## config.mk

```make
export PLATFORM = sky130hd
export DESIGN_NAME = sa_tile_ctrl
export DESIGN_NICKNAME = d
export VERILOG_FILES = /design/src/rtl/sa_tile_ctrl_pkg.sv /design/src/rtl/sa_tile_ctrl.sv
export SDC_FILE = /design/constraint.sdc
export NUM_CORES = 1
export LEC_CHECK = 0
export CAP_MARGIN = 20
export CORE_ASPECT_RATIO = 0.9
export CORE_UTILIZATION = 23
export DETAILED_ROUTE_END_ITERATION = 8
export PLACE_DENSITY = 0.4
export SETUP_SLACK_MARGIN = 0.5
export SLEW_MARGIN = 20
export SYNTH_ARGS = -nofsm -noshare
export SYNTH_HDL_FRONTEND = slang
export SYNTH_SLANG_ARGS = --single-unit
```

## constraint.sdc

```tcl
create_clock -name clk -period 2 [get_ports clk]
set_input_delay 0.2 -clock clk [delete_from_list [all_inputs] [get_ports clk]]
set_output_delay 0.2 -clock clk [all_outputs]
set_load 0.03 [all_outputs]
```

## src/rtl/sa_tile_ctrl_pkg.sv

```systemverilog
// Shared types and constants for the systolic-array tile sequencer.
// Holds the phase enum, the array geometry constants and the phase-length helper.
// The top module imports this package to size its counter and set its terminal counts.
package sa_tile_ctrl_pkg;

    localparam int ARRAYWIDTH          = 4;
    localparam int DATASIZE            = 16;
    localparam int OUTPUT_BUF_DATASIZE = 2 * DATASIZE + 8;

    typedef enum logic [3:0] {
        ST_IDLE,
        ST_W_LOAD,
        ST_W_SHIFT,
        ST_A_LOAD,
        ST_STREAM,
        ST_WAIT,
        ST_DRAIN,
        ST_O_OUT,
        ST_DONE
    } state_e;

    // Number of counted cycles (or accepted rows) spent in a phase.
    // A skewed N x N array needs 3N-2 cycles before the last partial sum leaves it.
    function automatic int phase_len(input state_e st, input int n, input int pipe_lat);
        case (st)
            ST_W_LOAD, ST_W_SHIFT, ST_A_LOAD,
            ST_DRAIN, ST_O_OUT: phase_len = n;
            ST_STREAM:          phase_len = 3 * n - 2;
            ST_WAIT:            phase_len = pipe_lat;
            default:            phase_len = 1;
        endcase
    endfunction

endpackage

```

## src/rtl/sa_tile_ctrl.sv

```systemverilog
// Tile sequencer: steps the systolic-array buffer enables through load, shift, stream, drain, readout.
// Latency: start -> done is 1 + 4N + (3N-2) + PIPE_LAT + N cycles when the host never stalls.
// Backpressure: row_ready is high only in the two load phases; a missing row_valid just holds the phase.
module sa_tile_ctrl #(
    parameter int ARRAYWIDTH = sa_tile_ctrl_pkg::ARRAYWIDTH,
    parameter int PIPE_LAT   = 2
) (
    input  logic clk,
    input  logic rst,
    input  logic start,
    output logic busy,
    output logic done,
    input  logic row_valid,
    output logic row_ready,
    output logic weight_buffer_load_en,
    output logic weight_buffer_out_en,
    output logic write_weight_en,
    output logic input_buffer_load_en,
    output logic input_buffer_out_en,
    output logic output_buffer_load_en,
    output logic output_buffer_out_en,
    output logic res_valid
);
    import sa_tile_ctrl_pkg::*;

    localparam int CNT_W = $clog2(3 * ARRAYWIDTH + PIPE_LAT) + 1;
    typedef logic [CNT_W-1:0] cnt_t;

    // Terminal values: the phase ends on the cycle the counter sits at length-1.
    localparam cnt_t ROW_LAST    = cnt_t'(phase_len(ST_W_LOAD, ARRAYWIDTH, PIPE_LAT) - 1);
    localparam cnt_t STREAM_LAST = cnt_t'(phase_len(ST_STREAM, ARRAYWIDTH, PIPE_LAT) - 1);
    localparam cnt_t WAIT_LAST   = cnt_t'(phase_len(ST_WAIT, ARRAYWIDTH, PIPE_LAT) - 1);

    state_e state_q, state_d;
    cnt_t   cnt_q, cnt_d;
    logic   res_valid_q;
    logic   step;

    // State, phase counter and the delayed readout flag; reset drops straight back to idle.
    always_ff @(posedge clk or negedge rst) begin
        if (!rst) begin
            state_q     <= ST_IDLE;
            cnt_q       <= '0;
            res_valid_q <= 1'b0;
        end else begin
            state_q     <= state_d;
            cnt_q       <= cnt_d;
            res_valid_q <= output_buffer_out_en;
        end
    end

    // Next phase and counter; the counter restarts from zero whenever the phase changes.
    always_comb begin
        state_d = state_q;
        step    = 1'b0;
        case (state_q)
            ST_IDLE: begin
                if (start) state_d = ST_W_LOAD;
            end
            ST_W_LOAD: begin
                step = row_valid;
                if (row_valid && cnt_q == ROW_LAST) state_d = ST_W_SHIFT;
            end
            ST_W_SHIFT: begin
                step = 1'b1;
                if (cnt_q == ROW_LAST) state_d = ST_A_LOAD;
            end
            ST_A_LOAD: begin
                step = row_valid;
                if (row_valid && cnt_q == ROW_LAST) state_d = ST_STREAM;
            end
            ST_STREAM: begin
                step = 1'b1;
                if (cnt_q == STREAM_LAST) state_d = (PIPE_LAT == 0) ? ST_DRAIN : ST_WAIT;
            end
            ST_WAIT: begin
                step = 1'b1;
                if (cnt_q == WAIT_LAST) state_d = ST_DRAIN;
            end
            ST_DRAIN: begin
                step = 1'b1;
                if (cnt_q == ROW_LAST) state_d = ST_O_OUT;
            end
            ST_O_OUT: begin
                step = 1'b1;
                if (cnt_q == ROW_LAST) state_d = ST_DONE;
            end
            ST_DONE: begin
                state_d = ST_IDLE;
            end
            default: begin
                state_d = ST_IDLE;
            end
        endcase
        cnt_d = (state_d != state_q) ? '0 : cnt_q + cnt_t'(step);
    end

    // Enable decode from the registered phase; only the two load enables also look at row_valid.
    always_comb begin
        busy                  = (state_q != ST_IDLE);
        done                  = 1'b0;
        row_ready             = 1'b0;
        weight_buffer_load_en = 1'b0;
        weight_buffer_out_en  = 1'b0;
        write_weight_en       = 1'b0;
        input_buffer_load_en  = 1'b0;
        input_buffer_out_en   = 1'b0;
        output_buffer_load_en = 1'b0;
        output_buffer_out_en  = 1'b0;
        res_valid             = res_valid_q;
        case (state_q)
            ST_W_LOAD: begin
                row_ready             = 1'b1;
                weight_buffer_load_en = row_valid;
            end
            ST_W_SHIFT: begin
                weight_buffer_out_en = 1'b1;
                write_weight_en      = 1'b1;
            end
            ST_A_LOAD: begin
                row_ready            = 1'b1;
                input_buffer_load_en = row_valid;
            end
            ST_STREAM: input_buffer_out_en   = 1'b1;
            ST_DRAIN:  output_buffer_load_en = 1'b1;
            ST_O_OUT:  output_buffer_out_en  = 1'b1;
            ST_DONE:   done                  = 1'b1;
            default: ;
        endcase
    end

endmodule

```

==> results.cfg, run 1 <==
[yosys]
synth_top_family_by_area = simple AND/OR/NAND/NOR gates
yosys.cell_types.count = 35
synth_ff_type = dfrtp_1
synthAdderAreaFrac = 0.0361
synthXorXnorAreaFrac = 0.0632
synthMuxAreaShare = 0.0144
ys_warn_count = 0
synth_edf_count = 0
synthArstFlopShare = 1.00
synth_fp_nets = 73
synth_compound_area_frac = 0.0903
synth_area_um2 = 693
syn_inst = 67
synth_seq_cells = 10
yosys.area_share.simple = 0.354
synth.avg_cell_area_um2 = 10.3
seq_area_frac_synth = 0.361

[worst_hold_path]
hold_class = in2async

[global_route]
grt_first_pass_wirelength_mm = 2.84
antenna_found_initial = 0
grtUsageTotal = 0.126
grt_start_max_net_pins = 11
overflow = 0
grt_pass1_vias = 581

[timing]
finalWorstSetupSlack_ns = 0.334
relSlewSlack = 0.677
fmax_mhz = 600
finalSetupViolCount = 0
fin_setup_tns_ns = 0
hold_viol_final = 0
min_period_over_period = 0.833
worst_pin_slew_ns = 0.483
rsz0062_at_grt = true
drv_slew = 0
clock_skew_ns = 0.00635
finalCriticalPeriod_ns = 1.67
whs_ns = 0.251

[layout]
final_cell_mix = buf_6, buf_4, dfrtp_1
post-route-cell-area_um2 = 1150
num-nets-final = 106
fill_cells = 298
final_cells = 139
layout.area.seq_um2 = 254
synthToLayoutAreaGrowth_pct = 66.1
final_core_util = 0.412
multi_input_area_um2 = 483
insertedDiodeCount = 0
drive_above_1_share = 0.586

[routing]
drc = 0
wl_per_cell_um = 12.9
drt-initial-drc-count = 19
vias = 628
routed_via_density = 4.52
first_pass_iters = 4
ant_nets = 0
drt-total-wl_mm = 1.79

[place]
place.detailed.hpwl_mm = 1.19
dpl_cell_area_um2 = 926
gp_congestion = 0.706
dpl_worst_slack_ns = 0.0601
port_buffers = 14
dp.cells = 122

[floorplan]
start_util = 0.248
io_pins = 15
fp.dieW_um = 59.9
coreArea_um2 = 2790
row_count = 18
die_h_um = 54.1
die_area_um2 = 3240

[pwr]
p_leak_nw = 0.501
cellPowerDensity_nw_per_um2 = 1660
p_total_mw = 1.91
peakVddDrop_uv = 527

[clock_network]
cts_buffer_depth = 2
clkTransAtPathRegs_ns = 0.07
cts-root-buf = clkbuf_4
cts_tree = built
clk-insertion-delay-late_ns = 0.27
cts_inserted_buffers = 3
htree_num_levels = 1
cts.sinks = 10

[worst_setup_path]
path_max_fanout = 4
cp-end-kind = primary output
path_class = reg2out
setup.worst_path.start_class = flip-flop
required_ns = 1.80
cp_data_arrival_time_ns = 1.47

[flow_run]
cap_violations = 0

[outcome]
run_status = completed
-- critical path, cell delays in order (launching register included) --
cell     delay [ns]
dfrtp_1        0.42
and2b_2        0.24
nor2b_4        0.15
buf_6          0.11
nand2_1        0.04
nor2_1         0.08
buf_4          0.16
-- synthesized netlist by cell type, types with 3 or more instances --
cell type	number	area share
nor4b_1	3	0.038
buf_4	3	0.032
nor2_1	3	0.016
xnor2_1	3	0.038
nand3_1	3	0.022
nor4_1	3	0.027
dfrtp_1	10	0.36
-- layout make-up --
| class | count | area share |
|---|---|---|
| inverter | 2 | 0.00652 |
| sequential | 10 | 0.221 |
| timing repair buffer | 34 | 0.278 |
| tap | 40 | 0.0435 |
| clock buffer | 4 | 0.0315 |
| multi-input combinational | 49 | 0.420 |
-- final timing paths --
check	slack, ns	cells past startpoint	start	end
min in group clk	0.52	1	state_q[3]	state_q[0]
worst max-delay path	0.33	6	state_q[3]	weight_buffer_load_en
worst min-delay path	0.25	1	rst	cnt_q[3]
max in group asynchronous	1.39	1	rst	state_q[0]
worst max register to register	0.37	7	state_q[3]	cnt_q[4]
worst min register to register	0.52	1	state_q[3]	state_q[0]
-- registers in the layout, summed over array words and instances, names as in the netlist --
name	cells
cnt_q	5
res_valid	1
state_q	4
-- routing by layer --
layer | share of wire | vias up | track usage
li1 | - | 310 | -
met1 | 0.49 | 303 | 0.166
met2 | 0.46 | 13 | 0.189
met3 | 0.040 | 2 | 0.0361
met4 | 0.011 | 0 | 0.0581
met5 | 0 | - | 0
-- timing repair --
action / CTS / global route
hold buffers: 0 / 0
buffers inserted: 9 / 4
endpoints found under the setup margin: 16 / 18
gates resized for setup: 68 / 22
pin swaps: 1 / 8
-- power by group --
group / internal (mW) / leakage (nW) / switching, mW / total [mW]
logic: 0.709 / 0.355 / 0.612 / 1.32
registers: 0.288 / 0.125 / 0.116 / 0.404
clock network: 0.111 / 0.0210 / 0.0756 / 0.186
total: 1.11 / 0.501 / 0.804 / 1.91
-- cell families after synthesis --
| logic type | after synthesis |
|---|---|
| flops | 10 |
| buf+inv | 8 |
| simple gates | 33 |
| mux | 1 |
| fa+ha+maj | 2 |
| xor+xnor | 5 |
| compound gates | 8 |
Note: power is estimated with default switching activity, not from simulation.
==> inputs of run 2 (changes only) <==
==> constraint.sdc (replaced) <==
create_clock -name clk -period 1.66 [get_ports clk]
set_input_delay 0.166 -clock clk [delete_from_list [all_inputs] [get_ports clk]]
set_output_delay 0.166 -clock clk [all_outputs]
set_load 0.03 [all_outputs]
==> run 2 against run 1 <==
  * The flow now finishes with violations (negative setup slack)
  * Die area stayed put
  * First-iteration DRC count fell by 32%
  * Total power grew 25%
  * Wire length rose by 5.9%
  * Count of clock-buffer cells in the layout stayed put
  * Combinational power grew 33%
  * Critical endpoint is now cnt_q[4]
==> results.cfg, run 2 (same netlist as run 1, synthesis figures left out) <==
[clock_network]
cts_tree = built
clk-insertion-delay-late_ns = 0.27
cts-root-buf = clkbuf_4
htree_num_levels = 1
clkTransAtPathRegs_ns = 0.07
cts_inserted_buffers = 3
cts.sinks = 10
cts_buffer_depth = 2

[layout]
synthToLayoutAreaGrowth_pct = 80.5
insertedDiodeCount = 0
largest_register_ffs = 5
final_cell_mix = buf_6, buf_4, dfrtp_1
num-nets-final = 113
regMostFlops = cnt_q
final_cells = 146
drive_above_1_share = 0.660
final_common_cell = buf_6

[worst_setup_path]
slowest_delay_ns = 0.42
path_class = reg2reg
slowest_stage = dfrtp_1
critical_path.top_delay_family = flip-flops
setup.worst_path.start_class = flip-flop
cp_data_arrival_time_ns = 1.85
crit_buf_inv = 2
path_max_fanout = 3
cp-end-kind = flip-flop
path_cells = buf_12, buf_4, a21oi_2, ha_2, ha_4, nand3_2, xor2_1, nor4_1
required_ns = 1.83

[global_route]
grt_start_max_net_pins = 12
grt_pass1_vias = 628
overflow = 0
grt_first_pass_wirelength_mm = 3.11
grtUsageTotal = 0.134
antenna_found_initial = 0

[timing]
finalCriticalPeriod_ns = 1.68
finalWorstSetupSlack_ns = -0.0187
rsz0062_at_grt = true
drv_slew = 0
whs_ns = 0.214
worst_pin_slew_ns = 0.473
relSlewSlack = 0.683
fmax_mhz = 596
finalSetupViolCount = 2
min_period_over_period = 1.01
hold_viol_final = 0
clock_skew_ns = 0.00365

[routing]
vias = 656
wl_per_cell_um = 13.0
drc = 0
drt-total-wl_mm = 1.90
routed_via_density = 4.49
drt-initial-drc-count = 13
first_pass_iters = 4
ant_nets = 0

[floorplan]
die_h_um = 54.1
io_pins = 15
row_count = 18
coreArea_um2 = 2790
fp.dieW_um = 59.9
start_util = 0.248
die_area_um2 = 3240

[place]
port_buffers = 14
dpl_worst_slack_ns = -0.0769
dp.cells = 128
place.detailed.hpwl_mm = 1.26
gp_congestion = 0.652

[pwr]
p_leak_nw = 0.542
clkPwrFrac = 0.077
power_frac_seq = 0.189
p_int_mw = 1.38
p_sw_frac = 0.421
p_sw_mw = 1.01
peakVddDrop_uv = 545
cellPowerDensity_nw_per_um2 = 1910
power.share.combinational = 0.733
p_total_mw = 2.39

[worst_hold_path]
hold_class = in2async

[outcome]
run_status = complete, but fails checks
failed_checks = negative setup slack

[flow_run]
cap_violations = 0
run 2: through the flow:
stage	util	area [µm²]	setup TNS (ns)
6_report	0.448	1250	-0.0337
5_1_grt	0.448	1250	-0.413
4_1_cts	0.435	1220	-0.0479
3_5_place_dp	0.358	1000	-0.178
3_3_place_gp	0.358	1000	-0.201
2_1_floorplan	-	772	0
run 2: metal layers:
metal / up-vias / global-route usage / share of wire
li1: 325 / - / -
met1: 318 / 0.178 / 0.48
met2: 11 / 0.215 / 0.48
met3: 2 / 0.0433 / 0.035
met4: 0 / 0.0233 / 0.0042
met5: - / 0 / 0
run 2: area by class of cell:
cell class / instances / area, µm²
Fill cell: 297 / 1540
Multi-Input combinational cell: 49 / 513
Timing Repair Buffer: 41 / 400
Sequential cell: 10 / 254
Tap cell: 40 / 50.0
Clock buffer: 4 / 26.3
Inverter: 2 / 7.51
run 2: path summary, 6_finish.rpt:
path | start | end | slack [ns] | depth (start not counted)
min in group clk | start | state_q[0] | 0.67 | 4
worst min-delay path | rst | cnt_q[1] | 0.21 | 1
worst max register to register | state_q[3] | cnt_q[4] | -0.02 | 8
max in group asynchronous | rst | cnt_q[3] | 1.10 | 1
worst max-delay path | state_q[3] | cnt_q[4] | -0.02 | 8
worst min register to register | state_q[3] | state_q[0] | 0.72 | 3
run 2: power groups by stage:
stage / Sequential, mW / Combinational (mW) / Clock (mW)
after floorplan: 0.447 / 0.983 / 0
after global placement: 0.466 / 1.39 / 0
after detailed placement: 0.464 / 1.37 / 0
after CTS: 0.454 / 1.69 / 0.190
after global routing: 0.465 / 1.88 / 0.207
final: 0.452 / 1.75 / 0.185
run 2: what timing repair did:
action,in CTS,in global routing
pin swaps,15,8
buffers inserted,11,3
gates cloned,0,0
endpoints found under the setup margin,20,21
hold buffers,0,0
gates resized for setup,30,12
